===== src/rtl/byte_pkt_pkg.sv =====
// Shared constants and state encoding for the byte-stream packet arbiter and
// any later multi-packetizer scheduler built around rr_pick.
package byte_pkt_pkg;

   typedef enum logic {
      IDLE = 1'b0,
      XFER = 1'b1
   } state_t;

   function automatic int f_pkt_bytes(input int symbols, input int bytes_per_symbol);
      return symbols * bytes_per_symbol;
   endfunction

   function automatic int f_cnt_w(input int pkt_bytes);
      return $clog2(pkt_bytes);
   endfunction

   function automatic int f_idx_w(input int num_req);
      return $clog2(num_req);
   endfunction

endpackage


===== src/rtl/rr_pick.sv =====
// Combinational round-robin select: first set bit of i_req searching upward
// from i_last+1 with wrap-around.
module rr_pick
   import byte_pkt_pkg::*;
#(
   parameter int N  = 4,
   parameter int IW = f_idx_w(N)
)(
   input  logic [N-1:0]  i_req,
   input  logic [IW-1:0] i_last,
   output logic          o_found,
   output logic [IW-1:0] o_idx
);

   int w_pos;

   // Walk the candidates farthest-first so the nearest one after i_last wins.
   always_comb begin
      o_found = |i_req;
      o_idx   = '0;
      w_pos   = 0;
      for (int k = N; k >= 1; k--) begin
         w_pos = (int'(i_last) + k) % N;
         if (i_req[w_pos[IW-1:0]]) o_idx = w_pos[IW-1:0];
      end
   end

endmodule


===== src/rtl/byte_stream_packet_arbiter.sv =====
// Grants one byte-stream requester the packetizer sink for one whole packet,
// then re-arbitrates round-robin. Option: BYTE_STREAM_ARB_CHANNEL_EN adds chan_mask/aso_out0_channel.
module byte_stream_packet_arbiter
   import byte_pkt_pkg::*;
#(
   parameter  int NUM_REQ           = 4,
   parameter  int SYMBOL_PER_PACKET = 256,
   parameter  int BYTES_PER_SYMBOL  = 8,
   parameter  int BITS_PER_BYTES    = 8,
   localparam int PKT_BYTES         = f_pkt_bytes(SYMBOL_PER_PACKET, BYTES_PER_SYMBOL),
   localparam int CNT_W             = f_cnt_w(PKT_BYTES),
   localparam int IDX_W             = f_idx_w(NUM_REQ)
)(
   input  logic                              clock_clk,
   input  logic                              reset_reset,
   input  logic [NUM_REQ*BITS_PER_BYTES-1:0] asi_in_data,
   input  logic [NUM_REQ-1:0]                asi_in_valid,
   output logic [NUM_REQ-1:0]                asi_in_ready,
   output logic [BITS_PER_BYTES-1:0]         aso_out0_data,
   output logic                              aso_out0_valid,
   input  logic                              aso_out0_ready,
`ifdef BYTE_STREAM_ARB_CHANNEL_EN
   input  logic [NUM_REQ-1:0]                chan_mask,
   output logic [IDX_W-1:0]                  aso_out0_channel,
`endif
   output logic                              grant_active,
   output logic [IDX_W-1:0]                  grant_index
);

   state_t                                   r_state, w_next;
   logic [CNT_W-1:0]                         r_cnt;
   logic [IDX_W-1:0]                         r_last, r_gidx, w_pick_idx;
   logic                                     w_found, w_hs, w_last_byte;
   logic [NUM_REQ-1:0]                       w_elig;
   logic [NUM_REQ-1:0][BITS_PER_BYTES-1:0]   w_bytes;

   assign w_bytes = asi_in_data;

`ifdef BYTE_STREAM_ARB_CHANNEL_EN
   // Mask is only consulted by the IDLE pick, so changes land at the next IDLE.
   assign w_elig           = asi_in_valid & chan_mask;
   assign aso_out0_channel = r_gidx;
`else
   assign w_elig           = asi_in_valid;
`endif

   rr_pick #(.N(NUM_REQ)) u_pick (
      .i_req   (w_elig),
      .i_last  (r_last),
      .o_found (w_found),
      .o_idx   (w_pick_idx)
   );

   assign w_hs         = (r_state == XFER) && asi_in_valid[r_gidx] && aso_out0_ready;
   assign w_last_byte  = (r_cnt == CNT_W'(PKT_BYTES - 1));
   assign grant_active = (r_state == XFER);
   assign grant_index  = r_gidx;

   always_ff @(posedge clock_clk or posedge reset_reset) begin
      if (reset_reset) begin
         r_state <= IDLE;
         r_cnt   <= '0;
         r_last  <= IDX_W'(NUM_REQ - 1);
         r_gidx  <= '0;
      end else begin
         r_state <= w_next;
         if (r_state == IDLE && w_found) r_gidx <= w_pick_idx;
         if (w_hs) begin
            if (w_last_byte) begin
               r_cnt  <= '0;
               r_last <= r_gidx;
            end else begin
               r_cnt  <= r_cnt + CNT_W'(1);
            end
         end
      end
   end

   // Ready/valid/data are combinational from state so a reset drops them at once.
   always_comb begin
      w_next         = r_state;
      asi_in_ready   = '0;
      aso_out0_valid = 1'b0;
      aso_out0_data  = '0;
      unique case (r_state)
         IDLE: begin
            if (w_found) w_next = XFER;
         end
         XFER: begin
            aso_out0_data        = w_bytes[r_gidx];
            aso_out0_valid       = asi_in_valid[r_gidx];
            asi_in_ready[r_gidx] = aso_out0_ready;
            if (w_hs && w_last_byte) w_next = IDLE;
         end
         default: w_next = IDLE;
      endcase
   end

endmodule


===== config.mk =====
export PLATFORM = sky130hd
export DESIGN_NAME = byte_stream_packet_arbiter
export DESIGN_NICKNAME = d
export VERILOG_FILES = /design/src/rtl/byte_pkt_pkg.sv /design/src/rtl/rr_pick.sv /design/src/rtl/byte_stream_packet_arbiter.sv
export SDC_FILE = /design/constraint.sdc
export NUM_CORES = 1
export LEC_CHECK = 0
export BUFFER_PORTS_ARGS = -buffer_cell sky130_fd_sc_hd__buf_2
export CELL_PAD_IN_SITES_DETAIL_PLACEMENT = 1
export CELL_PAD_IN_SITES_GLOBAL_PLACEMENT = 2
export CORE_ASPECT_RATIO = 0.75
export CORE_MARGIN = 2
export CORE_UTILIZATION = 28
export CTS_BUF_LIST = sky130_fd_sc_hd__clkbuf_4
export DETAILED_ROUTE_END_ITERATION = 10
export MAX_ROUTING_LAYER = met4
export PLACE_DENSITY = 0.85
export SLEW_MARGIN = 10
export SYNTH_ARGS = -nofsm -noshare
export SYNTH_HDL_FRONTEND = slang
export SYNTH_HIERARCHICAL = 1
export SYNTH_SLANG_ARGS = --single-unit

===== constraint.sdc =====
create_clock -name clock_clk -period 1.9 [get_ports clock_clk]
set_input_delay 0.285 -clock clock_clk [delete_from_list [all_inputs] [get_ports clock_clk]]
set_output_delay 0.285 -clock clock_clk [all_outputs]
set_load 0.02 [all_outputs]

==> flow_summary_export.csv <==
group,metric,value,unit
outcome,status,"complete, but fails checks",
outcome,violations,"negative setup slack",
detailed_routing,drc,0,
cells_and_area,drive_gt1_share,58.43,%
floorplanning,dieArea,0.004873,mm^2
clocking,cts-root-buf,"clkbuf_4",
sta,setup_tns,-0.2973,ns
setup_path,timing.reg2reg.worst_path_depth,6,
global_routing,grt_usage,16.45,%
yosys,synth_seq_area_share,33.26,%
yosys,synth_common_cells,"dfrtp_1, and2_1, nand2_1, mux4_2, nor2_1",
setup_path,criticalPathCategory,"register to output port",
cells_and_area,n_antenna_cell,0,
clocking,numClockSinks,16,
yosys,avgSynthCellArea,10.44,um^2
global_routing,grt-ovfl-total,0,
setup_path,cp-end-kind,"output port",
cells_and_area,n_fill_cell,484,
min_path,hold_class,"input pin to asynchronous set/reset pin",
yosys,synth_top_area_share,28.93,%
power_and_ir_drop,p_sw,440.2,uW
yosys,synth.distinct_cells,38,
sta,finalSetupViolCount,9,
yosys,syn_area,0.001211,mm^2
placed_design,io_buffers,54,
placed_design,place_inst,226,
global_routing,antenna_found_initial,0,
power_and_ir_drop,p_leak,0.0008279,uW
yosys,synth_top_cell_by_area,"dfrtp_1",
detailed_routing,viasPerCell,4.790,
sta,worst_slack,-0.08933,ns
floorplanning,pin_count,55,
setup_path,path_depth,4,
clocking,numCtsBuffers,3,
clocking,cts-htree-levels,1,
setup_path,crit_buf_inv,2,
setup_path,crit_required,1.62,ns
yosys,postSynthCellCount,116,
sta,clock_skew,0.003497,ns
cells_and_area,fin_cells,233,
detailed_routing,routedWlPerCell,16.06,um
yosys,async_reset_ff_share,100.0,%
placed_design,preCtsSetupSlack,-0.01092,ns
power_and_ir_drop,clockPowerShare,13.9,%
detailed_routing,drt-total-wl,3.742,mm
sta,tightest_slew,0.6187,ns
floorplanning,die_w,79.95,um
clocking,clk_pin_slew,0.09,ns
placed_design,place_congestion,0.8687,
cells_and_area,finalNetCount,220,
sta,fmax,502.7,MHz
yosys,synthesis.nets,156,
clocking,cts_tree,"built",
yosys,yosysMostFrequentCell,"dfrtp_1",
setup_path,crit_chain,"mux4_2, buf_6, and2_4, buf_6",
cells_and_area,syn_to_final_growth,44.01,%
yosys,synth_edf_count,0,
flow_run,cap_violations,0,
power_and_ir_drop,p_seq_share,41.2,%
setup_path,crit_top_cell,"buf_6",
setup_path,cp_slowest_cell,"mux4_2",
detailed_routing,vias,1116,
power_and_ir_drop,p_int,779.1,uW
power_and_ir_drop,swShare,36.10,%
global_routing,grt_max_degree,17,
sta,period_share,104.7,%
setup_path,cp.arrival,1.70,ns
clocking,insertion_delay,0.27,ns
placed_design,hpwl,2.998,mm
global_routing,grt_pass1_vias,1216,
sta,slew_headroom,58.71,%
floorplanning,die_height,60.96,um
setup_path,crit_family,"multiplexers",
detailed_routing,firstDrtPassIters,4,
clocking,cts_buffer_depth,2,
power_and_ir_drop,powerDensity,699.1,mW/mm^2
detailed_routing,ant_nets,0,
power_and_ir_drop,p_comb_share,44.9,%
yosys,ys_seq_elements,16,
setup_path,cp_max_fo,3,
setup_path,slowest_delay,0.56,ns
yosys,yosys_warnings,6,
yosys,synth.top_cells.by_area,"dfrtp_1, mux4_2, and2_1, dfstp_2, nand4_2",
sta,finalHoldViolations,0,
setup_path,start_kind,"register",
global_routing,grt_pass1_wl,5.996,mm
sta,rsz0062_at_grt,"true",
floorplanning,row_count,20,
sta,fin_crit,1.989,ns
floorplanning,start_util,29.51,%
sta,drv_slew,0,
power_and_ir_drop,peakVddDrop,0.0001985,V
floorplanning,core_region_area,0.004104,mm^2
detailed_routing,drt_first_iter_violations,50,
yosys,synth_flop_cell,"dfrtp_1",
final timing paths:
check                                    start        endpoint  slack, ns
min in group clock_clk          aso_out0_ready        r_cnt[1]       0.41
worst max register to register  grant_index[0]       r_last[0]       0.04
worst max-delay path            grant_index[0]  aso_out0_valid      -0.09
worst min register to register       r_cnt[10]       r_cnt[10]       0.49
max in group asynchronous          reset_reset  grant_index[0]       1.40
worst min-delay path               reset_reset        r_cnt[3]       0.07
power by group through the flow:
stage,clock (uW),sequential [uW],combinational (uW)
6_report,169,502,548
5_1_grt,197,510,591
4_1_cts,180,496,481
3_5_place_dp,0,501,457
3_3_place_gp,0,493,438
2_1_floorplan,0,482,308
cell type report:
cell class	instances	area (um^2)	share of cell area, %
well taps	55	68.82	3.945
clock buffers	3	22.52	1.291
flip-flops and latches	16	404.1	23.17
multi-input cells	89	787.0	45.12
inverters	5	18.77	1.076
repair buffers	65	442.9	25.39
cells by family (layout without fill, tap and decap cells):
group,count (synthesis),count (layout),share of synthesized area [%]
and+or+nand+nor,55,55,27.38
muxes,13,13,20.97
buffers and inverters,11,73,4.855
DFF,16,16,33.26
xor gates and xnor gates,5,5,3.616
AOI/OAI and AO/OA,15,15,8.886
adders and majority gates,1,1,1.033
registers in the layout, summed over array words and instances (netlist names):
signal / count
r_last: 2
grant_index: 2
r_cnt: 11
grant_active: 1
metrics by stage:
step                hold slack, ns  total power, uW  util, %  instance area [um^2]
finish                     0.07176             1219    42.50                  1744
global route                0.1107             1298    42.50                  1744
CTS                        0.08764             1157    39.66                  1628
detailed placement          0.3974            957.9    38.08                  1563
global placement            0.3885            931.2    38.08                  1563
floorplan                   0.1973            790.7        -                  1211
metal layers:
metal  share of wire [%]  up-vias  GRT usage, %
met5                   0        -             -
met4                0.32        0         1.937
met3                 2.0        2         1.935
met2                  51       13         28.81
met1                  47      554         21.38
li1                    -      547             -
cell usage in the layout, fill, tap and decap left out, types with 3 or more instances in the layout:
master    instances
mux4_2            9
nor2_1            6
nand2b_1          3
clkbuf_4          3
buf_4             8
inv_1             5
xnor2_1           5
buf_6            10
and2_4            9
a21oi_1           4
dfrtp_1          13
buf_2            45
and3_1            3
nand2_1          11
nand4_2           4
nand3_1           5
repair_timing:
item	in CTS	in global routing
hold buffers	0	0
endpoints found under the setup margin	10	11
gates cloned	0	1
resized for setup	8	27
pin swaps	0	8
setup buffers	2	1
No activity file was read; power rests on OpenSTA's default activity.
